`config.mk`:
```
export PLATFORM = sky130hd
export DESIGN_NAME = mc_controller_flat
export DESIGN_NICKNAME = d
export VERILOG_FILES = /design/src/rtl/mc_ctrl_pkg.sv /design/src/rtl/mc_controller_if.sv /design/src/rtl/mc_condcheck.sv /design/src/rtl/mc_controller.sv /design/src/flat_wrapper.sv
export SDC_FILE = /design/constraint.sdc
export NUM_CORES = 1
export LEC_CHECK = 0
export BUFFER_PORTS_ARGS = -buffer_cell sky130_fd_sc_hd__buf_2
export CAP_MARGIN = 10
export CORE_MARGIN = 2
export CORE_UTILIZATION = 48
export CTS_CLUSTER_DIAMETER = 50
export DETAILED_ROUTE_END_ITERATION = 10
export PLACE_DENSITY = 0.86
export SLEW_MARGIN = 20
export SYNTH_ARGS = -nofsm -noshare
export SYNTH_HDL_FRONTEND = slang
export SYNTH_SLANG_ARGS = --single-unit
```
`constraint.sdc`:
```
create_clock -name clk -period 3.58 [get_ports clk]
set_clock_uncertainty 0.15 [all_clocks]
set_input_delay 0.358 -clock clk [delete_from_list [all_inputs] [get_ports clk]]
set_output_delay 0.358 -clock clk [all_outputs]
set_load 0.01 [all_outputs]
```
`src/rtl/mc_ctrl_pkg.sv`:
```
// Shared types and constants for the multicycle ARM-subset control unit.
// Holds FSM states, ALU/condition/opcode encodings and the cmd-to-ALU decode.
package mc_ctrl_pkg;

    typedef enum logic [3:0] {
        FETCH    = 4'd0,
        DECODE   = 4'd1,
        MEMADR   = 4'd2,
        MEMREAD  = 4'd3,
        MEMWB    = 4'd4,
        MEMWRITE = 4'd5,
        EXECR    = 4'd6,
        EXECI    = 4'd7,
        ALUWB    = 4'd8,
        BRANCH   = 4'd9
    } state_t;

    localparam logic [1:0] ALU_ADD = 2'b00;
    localparam logic [1:0] ALU_SUB = 2'b01;
    localparam logic [1:0] ALU_AND = 2'b10;
    localparam logic [1:0] ALU_ORR = 2'b11;

    localparam logic [3:0] COND_EQ = 4'b0000;
    localparam logic [3:0] COND_NE = 4'b0001;
    localparam logic [3:0] COND_CS = 4'b0010;
    localparam logic [3:0] COND_CC = 4'b0011;
    localparam logic [3:0] COND_MI = 4'b0100;
    localparam logic [3:0] COND_PL = 4'b0101;
    localparam logic [3:0] COND_VS = 4'b0110;
    localparam logic [3:0] COND_VC = 4'b0111;
    localparam logic [3:0] COND_HI = 4'b1000;
    localparam logic [3:0] COND_LS = 4'b1001;
    localparam logic [3:0] COND_GE = 4'b1010;
    localparam logic [3:0] COND_LT = 4'b1011;
    localparam logic [3:0] COND_GT = 4'b1100;
    localparam logic [3:0] COND_LE = 4'b1101;
    localparam logic [3:0] COND_AL = 4'b1110;
    localparam logic [3:0] COND_NV = 4'b1111;

    localparam logic [1:0] OP_DP  = 2'b00;
    localparam logic [1:0] OP_MEM = 2'b01;
    localparam logic [1:0] OP_BR  = 2'b10;

    localparam logic [3:0] CMD_AND = 4'b0000;
    localparam logic [3:0] CMD_SUB = 4'b0010;
    localparam logic [3:0] CMD_ADD = 4'b0100;
    localparam logic [3:0] CMD_ORR = 4'b1100;

    // Unsupported data-processing commands fall back to ADD.
    function automatic logic [1:0] alu_decode(input logic [3:0] cmd);
        logic [1:0] ctl;
        case (cmd)
            CMD_ADD: ctl = ALU_ADD;
            CMD_SUB: ctl = ALU_SUB;
            CMD_AND: ctl = ALU_AND;
            CMD_ORR: ctl = ALU_ORR;
            default: ctl = ALU_ADD;
        endcase
        return ctl;
    endfunction

endpackage

```
`src/rtl/mc_controller_if.sv`:
```
// Control bundle between the multicycle controller and its datapath.
// master is the controller side, slave is the datapath/memory side.
interface mc_controller_if;
    import mc_ctrl_pkg::*;

    logic [31:12] Instr;
    logic [3:0]   ALUFlags;
    logic         MemReady;

    logic         PCWrite;
    logic         AdrSrc;
    logic         IRWrite;
    logic         MemWrite;
    logic         RegWrite;
    logic         ALUSrcA;
    logic         ByteMem;
    logic [1:0]   ResultSrc;
    logic [1:0]   ALUSrcB;
    logic [1:0]   ImmSrc;
    logic [1:0]   RegSrc;
    logic [1:0]   ALUControl;

    modport master (
        input  Instr, ALUFlags, MemReady,
        output PCWrite, AdrSrc, IRWrite, MemWrite, RegWrite, ALUSrcA, ByteMem,
        output ResultSrc, ALUSrcB, ImmSrc, RegSrc, ALUControl
    );

    modport slave (
        output Instr, ALUFlags, MemReady,
        input  PCWrite, AdrSrc, IRWrite, MemWrite, RegWrite, ALUSrcA, ByteMem,
        input  ResultSrc, ALUSrcB, ImmSrc, RegSrc, ALUControl
    );

endinterface

```
`src/rtl/mc_condcheck.sv`:
```
// ARM condition-code evaluation: Cond field against the NZCV flag register.
module mc_condcheck
    import mc_ctrl_pkg::*;
(
    input  logic [3:0] cond,
    input  logic [3:0] flags,
    output logic       cond_ok
);

    logic n_s;
    logic z_s;
    logic c_s;
    logic v_s;

    assign {n_s, z_s, c_s, v_s} = flags;

    // Full condition table; the 1111 encoding never executes.
    always_comb begin
        cond_ok = 1'b0;
        case (cond)
            COND_EQ: cond_ok = z_s;
            COND_NE: cond_ok = ~z_s;
            COND_CS: cond_ok = c_s;
            COND_CC: cond_ok = ~c_s;
            COND_MI: cond_ok = n_s;
            COND_PL: cond_ok = ~n_s;
            COND_VS: cond_ok = v_s;
            COND_VC: cond_ok = ~v_s;
            COND_HI: cond_ok = c_s & ~z_s;
            COND_LS: cond_ok = ~c_s | z_s;
            COND_GE: cond_ok = (n_s == v_s);
            COND_LT: cond_ok = (n_s != v_s);
            COND_GT: cond_ok = ~z_s & (n_s == v_s);
            COND_LE: cond_ok = z_s | (n_s != v_s);
            COND_AL: cond_ok = 1'b1;
            default: cond_ok = 1'b0;
        endcase
    end

endmodule

```
`src/rtl/mc_controller.sv`:
```
// Multicycle Moore control unit: sequences each instruction, drives datapath
// enables/selects, owns the NZCV register and conditional-execution gating.
module mc_controller
    import mc_ctrl_pkg::*;
#(
    parameter bit         MEM_HANDSHAKE = 1'b0,
    parameter logic [3:0] FLAGS_RST     = 4'b0000
) (
    input  logic               clk,
    input  logic               reset,
    mc_controller_if.master    bus
);

    state_t     state_r;
    state_t     next_s;
    logic [3:0] flags_r;
    logic       cond_q_r;

    logic [1:0] op_s;
    logic [5:0] funct_s;
    logic [3:0] rd_s;
    logic [3:0] cond_s;
    logic [1:0] alu_dp_s;
    logic       cond_ok_s;
    logic       ready_s;
    logic       flag_we_s;
    logic       cv_we_s;
    logic       unused_rn_s;

    logic       pc_write_s;
    logic       adr_src_s;
    logic       ir_write_s;
    logic       mem_write_s;
    logic       reg_write_s;
    logic       alu_src_a_s;
    logic [1:0] result_src_s;
    logic [1:0] alu_src_b_s;
    logic [1:0] alu_control_s;

    assign cond_s      = bus.Instr[31:28];
    assign op_s        = bus.Instr[27:26];
    assign funct_s     = bus.Instr[25:20];
    assign rd_s        = bus.Instr[15:12];
    assign alu_dp_s    = alu_decode(bus.Instr[24:21]);
    assign unused_rn_s = ^bus.Instr[19:16];

    assign ready_s = MEM_HANDSHAKE ? bus.MemReady : 1'b1;

    mc_condcheck u_condcheck (
        .cond    (cond_s),
        .flags   (flags_r),
        .cond_ok (cond_ok_s)
    );

    // Flags commit on the edge leaving EXECR/EXECI; C/V only for arithmetic ops.
    assign flag_we_s = ((state_r == EXECR) || (state_r == EXECI)) && cond_q_r && funct_s[0];
    assign cv_we_s   = (alu_dp_s == ALU_ADD) || (alu_dp_s == ALU_SUB);

    // State register.
    always_ff @(posedge clk) begin
        if (reset) begin
            state_r <= FETCH;
        end else begin
            state_r <= next_s;
        end
    end

    // NZCV register and the condition result captured at the end of DECODE.
    always_ff @(posedge clk) begin
        if (reset) begin
            flags_r  <= FLAGS_RST;
            cond_q_r <= 1'b0;
        end else begin
            if (state_r == DECODE) begin
                cond_q_r <= cond_ok_s;
            end
            if (flag_we_s) begin
                flags_r[3:2] <= bus.ALUFlags[3:2];
                if (cv_we_s) begin
                    flags_r[1:0] <= bus.ALUFlags[1:0];
                end
            end
        end
    end

    // Next-state logic.
    always_comb begin
        next_s = FETCH;
        case (state_r)
            FETCH: begin
                if (ready_s) next_s = DECODE;
                else         next_s = FETCH;
            end
            DECODE: begin
                if (!cond_ok_s) begin
                    next_s = FETCH;
                end else begin
                    case (op_s)
                        OP_DP:   next_s = funct_s[5] ? EXECI : EXECR;
                        OP_MEM:  next_s = MEMADR;
                        OP_BR:   next_s = BRANCH;
                        default: next_s = FETCH;
                    endcase
                end
            end
            MEMADR:   next_s = funct_s[0] ? MEMREAD : MEMWRITE;
            MEMREAD: begin
                if (ready_s) next_s = MEMWB;
                else         next_s = MEMREAD;
            end
            MEMWB:    next_s = FETCH;
            MEMWRITE: begin
                if (ready_s) next_s = FETCH;
                else         next_s = MEMWRITE;
            end
            EXECR:    next_s = ALUWB;
            EXECI:    next_s = ALUWB;
            ALUWB:    next_s = FETCH;
            BRANCH:   next_s = FETCH;
            default:  next_s = FETCH;
        endcase
    end

    // Moore output decode; architectural writes after DECODE are gated by cond_q.
    always_comb begin
        pc_write_s    = 1'b0;
        adr_src_s     = 1'b0;
        ir_write_s    = 1'b0;
        mem_write_s   = 1'b0;
        reg_write_s   = 1'b0;
        alu_src_a_s   = 1'b0;
        result_src_s  = 2'b00;
        alu_src_b_s   = 2'b00;
        alu_control_s = ALU_ADD;
        case (state_r)
            FETCH: begin
                alu_src_a_s  = 1'b1;
                alu_src_b_s  = 2'b10;
                result_src_s = 2'b10;
                ir_write_s   = ready_s;
                pc_write_s   = ready_s;
            end
            DECODE: begin
                alu_src_a_s  = 1'b1;
                alu_src_b_s  = 2'b10;
                result_src_s = 2'b10;
            end
            MEMADR: begin
                alu_src_b_s   = 2'b01;
                alu_control_s = bus.Instr[23] ? ALU_ADD : ALU_SUB;
            end
            MEMREAD: begin
                adr_src_s = 1'b1;
            end
            MEMWB: begin
                result_src_s = 2'b01;
                reg_write_s  = cond_q_r;
            end
            MEMWRITE: begin
                adr_src_s   = 1'b1;
                mem_write_s = cond_q_r;
            end
            EXECR: begin
                alu_control_s = alu_dp_s;
            end
            EXECI: begin
                alu_src_b_s   = 2'b01;
                alu_control_s = alu_dp_s;
            end
            ALUWB: begin
                reg_write_s = cond_q_r;
                pc_write_s  = cond_q_r & (rd_s == 4'd15);
            end
            BRANCH: begin
                alu_src_b_s  = 2'b01;
                result_src_s = 2'b10;
                pc_write_s   = cond_q_r;
            end
            default: begin
                pc_write_s = 1'b0;
            end
        endcase
    end

    assign bus.PCWrite    = pc_write_s  & ~reset;
    assign bus.IRWrite    = ir_write_s  & ~reset;
    assign bus.MemWrite   = mem_write_s & ~reset;
    assign bus.RegWrite   = reg_write_s & ~reset;
    assign bus.AdrSrc     = adr_src_s;
    assign bus.ALUSrcA    = alu_src_a_s;
    assign bus.ResultSrc  = result_src_s;
    assign bus.ALUSrcB    = alu_src_b_s;
    assign bus.ALUControl = alu_control_s;

    assign bus.ImmSrc     = op_s;
    assign bus.RegSrc     = {(op_s == OP_MEM) & ~funct_s[0], (op_s == OP_BR)};
    assign bus.ByteMem    = (op_s == OP_MEM) & funct_s[2];

endmodule

```
`src/flat_wrapper.sv`:
```
// flat-port wrapper written by rule: the top's interface ports become plain ports
module mc_controller_flat import mc_ctrl_pkg::*;
#(
    parameter bit         MEM_HANDSHAKE = 1'b0,
    parameter logic [3:0] FLAGS_RST     = 4'b0000
)
  (clk, reset, bus_Instr, bus_ALUFlags, bus_MemReady, bus_PCWrite, bus_AdrSrc, bus_IRWrite, bus_MemWrite, bus_RegWrite, bus_ALUSrcA, bus_ByteMem, bus_ResultSrc, bus_ALUSrcB, bus_ImmSrc, bus_RegSrc, bus_ALUControl);
  mc_controller_if bus_i ();
  input  logic clk;
  input  logic reset;
  input wire logic [$bits(bus_i.Instr)-1:0] bus_Instr;
  input wire logic [$bits(bus_i.ALUFlags)-1:0] bus_ALUFlags;
  input wire logic [$bits(bus_i.MemReady)-1:0] bus_MemReady;
  output wire logic [$bits(bus_i.PCWrite)-1:0] bus_PCWrite;
  output wire logic [$bits(bus_i.AdrSrc)-1:0] bus_AdrSrc;
  output wire logic [$bits(bus_i.IRWrite)-1:0] bus_IRWrite;
  output wire logic [$bits(bus_i.MemWrite)-1:0] bus_MemWrite;
  output wire logic [$bits(bus_i.RegWrite)-1:0] bus_RegWrite;
  output wire logic [$bits(bus_i.ALUSrcA)-1:0] bus_ALUSrcA;
  output wire logic [$bits(bus_i.ByteMem)-1:0] bus_ByteMem;
  output wire logic [$bits(bus_i.ResultSrc)-1:0] bus_ResultSrc;
  output wire logic [$bits(bus_i.ALUSrcB)-1:0] bus_ALUSrcB;
  output wire logic [$bits(bus_i.ImmSrc)-1:0] bus_ImmSrc;
  output wire logic [$bits(bus_i.RegSrc)-1:0] bus_RegSrc;
  output wire logic [$bits(bus_i.ALUControl)-1:0] bus_ALUControl;
  assign bus_i.Instr = bus_Instr;
  assign bus_i.ALUFlags = bus_ALUFlags;
  assign bus_i.MemReady = bus_MemReady;
  assign bus_PCWrite = bus_i.PCWrite;
  assign bus_AdrSrc = bus_i.AdrSrc;
  assign bus_IRWrite = bus_i.IRWrite;
  assign bus_MemWrite = bus_i.MemWrite;
  assign bus_RegWrite = bus_i.RegWrite;
  assign bus_ALUSrcA = bus_i.ALUSrcA;
  assign bus_ByteMem = bus_i.ByteMem;
  assign bus_ResultSrc = bus_i.ResultSrc;
  assign bus_ALUSrcB = bus_i.ALUSrcB;
  assign bus_ImmSrc = bus_i.ImmSrc;
  assign bus_RegSrc = bus_i.RegSrc;
  assign bus_ALUControl = bus_i.ALUControl;
  mc_controller #(.MEM_HANDSHAKE(MEM_HANDSHAKE), .FLAGS_RST(FLAGS_RST)) u_core (.clk(clk), .reset(reset), .bus(bus_i));
endmodule
```
After elaboration in Yosys (flattened, before gate mapping) --
Index checks and enable logic that the tools add are counted.
Word-level totals: bits in writable memories 0, bits in read-only memories 0, logic and storage cells 85, bits in latches 0, memories 0, input bits 27, register bits after elaboration 9
Operators by class: div/mod/pow operators 0, $mul 0, magnitude comparators 0, reduce and logical (&&, ||, !) cells 16, equal/unequal tests 31, bitwise operators 17, add/sub/neg operators 0, shifts and indexed selects 0, multiplexer cells 17
Operator list (number):
- $eq 4x4->1 const B | 11
- $eq 4x3->1 const B | 8
- $eq 4x2->1 const B | 5
- $pmux 4 s5 | 1
- $pmux 1 s15 | 1
- $logic_not 4->1 | 3
- $pmux 2 s2 | 3
- $pmux 4 s3 | 1
- $and 1x1->1 | 9
- $eq 4x1->1 const B | 2
- $reduce_or 2->1 | 4
- $mux 1 | 7
- $not 1->1 | 6
- $pmux 2 s3 | 1
- $reduce_or 3->1 | 2
- $eq 2x1->1 const B | 2
- $logic_not 2->1 | 2
- $mux 4 | 1
- $mux 3 | 1
- $pmux 1 s3 | 1
- $eq 2x2->1 const B | 1
- $logic_and 1x1->1 | 2
- $logic_or 1x1->1 | 2
- $or 1x1->1 | 2
- other kinds (3) | 3

Longest topological paths before layout --
depth after elaboration 5, depth in mapped cells 7, mapped depth without buffers 5

Cells and area by module --
A second synthesis with hierarchy kept.
Second synthesis, totals: cells, all modules 112, area total of the unflattened synthesis 905.9 µm²
By module, submodules not included:
- mc_controller | times used 1, area an instance 711.9 µm², cells each 84, sequential area each 180.2 µm²
- mc_condcheck | times used 1, area an instance 193.9 µm², cells each 28, sequential area each 0.0 µm²

Worst setup path after synthesis --
No wires, ideal clock.
path type register to register, start point reg u_core.state_r[2], end point reg u_core.state_r[0], data arrival time 1737 ps, period minus slack after synthesis 1961 ps, library setup time 74 ps, setup slack 1619 ps, stages on the path, launching flop included 8, data required time 3356 ps, path through dfxtp_1 buf_6 or2_1 buf_6 a311o_1 or4_4 o32a_1 o21ai_0
On the way: longest elaborated chain between the ends 3
RTL lines:
- start, declared | line mc_controller.sv:14 | state_t state_r;
- start signal, assigned | line mc_controller.sv:64 | state_r <= next_s;
- $eq 4x3->1 | line mc_controller.sv:89 | case (state_r)
- $reduce_or 2->1 (no line)
- $pmux 4 s5 (*) | line mc_controller.sv:89
Every way passes the cells marked *; elsewhere a longest branch is shown, timed or not. A chain may end at the register's enable or synchronous reset.

Worst setup path in the final report --
start point reg u_core.state_r[3], end point out bus_ALUControl[0]
On the way: longest elaborated chain between the ends 3
RTL lines:
- $eq 4x3->1 | line mc_controller.sv:135 | case (state_r)
- $reduce_or 2->1 (no line)
- $pmux 2 s2 (*) | line mc_controller.sv:135
- end, declared | line flat_wrapper.sv:25 | output wire logic [$bits(bus_i.ALUControl)-1:0] bus_ALUControl;
Marked as above.

==> key figures <==
Placed design
  – Pre-CTS setup slack: approximately 1.5 ns
  – Post-DP HPWL: between 1500 and 2000 um
  – Port bufs: 38
  – Post-placement cell area: roughly 1000 sq um
  – Routability cong.: just over 0.8

Synthesis
  – Post-synth top area cell: dfxtp_1
  – Sequential fraction of the synthesis area: between 20% and 30%
  – Xor/xnor share of the synthesized area: under 10%
  – Main area contributors after synthesis: dfxtp_1 21%, nor2_1 5.6%, mux2i_1 4.6%
  – Synth Area in Compound Gates: about a quarter
  – Syn Area/Cell: around 7.3 sq um
  – Simple-gate share of the synthesized area: roughly 34%
  – Seq cells post-synth: 9
  – Synth warn: 0
  – Synth cell types: a little over 40
  – Gate Count Post-Synth: 120
  – Largest family of logic cells by synthesized area: simple AND/OR/NAND/NOR gates
  – Post-synthesis mux area share: 4.60%
  – Synth top area share: between 20% and 30%
  – Netlist Area Pre-Place: slightly below 900 sq um
  – Adder-cell share of the synthesized area: 0%
  – Synthesized Nets: between 100 and 150

STA
  – Count of final hold-check violations: 0
  – Slew headroom: ~70%
  – RSZ-0062 raised after global routing: false
  – Setup-failing EPs final: 0
  – Post-route setup slack: 1.47 ns
  – Setup TNS: 0 ns
  – Worst-Margin Slew: between 0.4 and 0.5 ns
  – Max-slew violations: 0
  – Final min period: about 2.1 ns
  – Fin crit share: 59.0%
  – Fmax: 473 MHz

Layout
  – Most frequent cells in the layout: 38 x buf_2, 13 x nor2_1, 9 x nand2_1, 9 x dfxtp_1, 7 x o21ai_0
  – Commonest non-fill, non-tap cell in the layout: buf_2
  – Final core area utilization: between 60% and 70%
  – Post-route cell area: ~1100 sq um
  – Inserted Diodes: 0
  – Nets@finish: 179
  – Area Growth Syn to Fin: 21.0%
  – Share of layout cells above drive strength 1: between 20% and 30%

Setup path
  – Critical Path AT: 1.61 ns
  – Worst path slowest cell: dfxtp_1
  – CP Max Fanout: 12
  – Critical Path End Type: output pin
  – Setup CP Type: flip-flop to output pin
  – Startpoint Class: flip-flop
  – Worst-path cell chain: nor2b_1 -> nand2_1 -> o32ai_1 -> buf_2
  – CP required: just over 3 ns
  – Worst stage delay on the critical path: about 0.42 ns

Detailed routing
  – DRT antenna net count: 0
  – Length of the first detailed-routing pass in iterations: 4
  – Initial drt markers: 26
  – DRC: 0
  – Routed vias/inst: between 5 and 6
  – Via count: slightly above 1000
  – Routed wire per std cell: roughly 13 um
  – Routed WL: approximately 2200 um

GRT
  – GR Util met3: 2.75%
  – Met1 usage: a little over a quarter
  – Largest net degree at the start of global routing: 14
  – GR peak layer: met2
  – GRT met2 Usage: 35.6%
  – Vias in the first global route: about 800
  – Initial antenna violation count: 0
  – Overflow after GRT: 0
  – Tot GR Track Use: ~22%
  – First-pass GRT wire length: ~3400 um

Clock network
  – Hold Buf Count CTS: 0
  – Post-CTS Setup Bufs: 0
  – Clk buf depth: 2
  – CTS tree: built
  – Clk Latency, worst-skew pair: ~0.27 ns
  – CTS H-tree depth: 1
  – Worst-path clk slew: 0.06 ns
  – CTS buffer count: 3
  – # resized after CTS: 0
  – Clock sinks: 9
  – CTS root buffer: clkbuf_4

Run
  – Maximum capacitance violations: 0

Die
  – Die Ht: approximately 47 um
  – Die Width: 46.6 um
  – Starting density of the core: 51.0%
  – Rows: 15
  – Top Ports: 44
  – Core Box Area: roughly 1700 sq um
  – Die area: approximately 2200 sq um

Pwr
  – Leak pwr: roughly 0.46 nW
  – Maximum vdd drop: 0.169 mV
  – Pwr/cell area: 269 nW/um^2

Outcome
  – Status: completed

Hold path
  – Hold Path Class: input port to flip-flop
[area by class of cell]
cell class	count	area, sq um
Timing Repair Buffer	38	190
Inverter	4	15.0
Clock buffer	4	26.3
Sequential cell	9	180
Fill cell	153	654
Tap cell	25	31.3
Multi-Input combinational cell	96	611
[report_power, final]
| part | total (W) | leakage [nW] | internal [W] | switching (W) |
|---|---|---|---|---|
| sequential | 0.000113 | 0.0731 | 0.000104 | 0.00000895 |
| combinational | 0.0000897 | 0.367 | 0.0000401 | 0.0000496 |
| clock | 0.0000805 | 0.0150 | 0.0000431 | 0.0000374 |
| total | 0.000283 | 0.455 | 0.000187 | 0.0000959 |
[state kept, by name, indices dropped and copies added, names as in the netlist]
name	count
u_core.cond_q_r	1
u_core.state_r	4
u_core.flags_r	4
[worst max-delay path: cells and delay by family (launching register included)]
family                 cells  cell delay (ns)
flip-flops                 1             0.42
AO/OA/AOI/OAI              1             0.32
buffers and inverters      1             0.18
AND/OR/NAND/NOR            2             0.43
[Yosys cell counts, drive strengths merged]
| master | number |
|---|---|
| a211o | 3 |
| a21o | 1 |
| a21oi | 5 |
| a311o | 1 |
| a31oi | 4 |
| a32o | 1 |
| a41o | 1 |
| and2 | 2 |
| and3 | 2 |
| and3b | 1 |
| and4b | 1 |
| buf | 5 |
| clkbuf | 6 |
| dfxtp | 9 |
| inv | 4 |
| mux2i | 4 |
| nand2 | 9 |
| nand2b | 3 |
| nand3b | 1 |
| nor2 | 13 |
| nor2b | 4 |
| nor3 | 4 |
| nor3b | 2 |
| nor4 | 3 |
| nor4b | 2 |
| o21ai | 8 |
| o21bai | 2 |
| o221ai | 1 |
| o22ai | 3 |
| o31ai | 1 |
| o32a | 2 |
| o32ai | 1 |
| or2 | 2 |
| or3 | 1 |
| or4 | 3 |
| xnor2 | 2 |
| xor2 | 3 |
[cell families after synthesis]
| kind of cell | Yosys count |
|---|---|
| simple gates | 53 |
| compound gates | 34 |
| buf+inv | 15 |
| flops | 9 |
| xor+xnor | 5 |
| mux | 4 |
[path summary, 6_finish.rpt]
check	slack (ns)	startpoint	endpoint	cells after the start
hold reg to reg	0.38	u_core.flags_r[2]	u_core.flags_r[2]	2
setup / recovery	1.47	u_core.state_r[3]	bus_ALUControl[0]	4
setup reg to reg	1.52	u_core.state_r[2]	u_core.state_r[0]	5
hold / removal	0.18	bus_ALUFlags[0]	u_core.flags_r[0]	3
[metrics by stage]
step / std cells / hold WS [ns] / power, W
after floorplan: 120 / 0.332 / 0.000175
after global placement: 172 / 0.352 / 0.000200
after detailed placement: 172 / 0.366 / 0.000205
after CTS: 176 / 0.181 / 0.000283
after global routing: 176 / 0.197 / 0.000296
final: 176 / 0.178 / 0.000283
[layer usage]
layer | routed length, um | up-vias
li1 | - | 504
met1 | 965 | 468
met2 | 1060 | 44
met3 | 137 | 5
met4 | 57 | 0
met5 | 0 | -
Note: power is estimated with default switching activity, not from simulation.
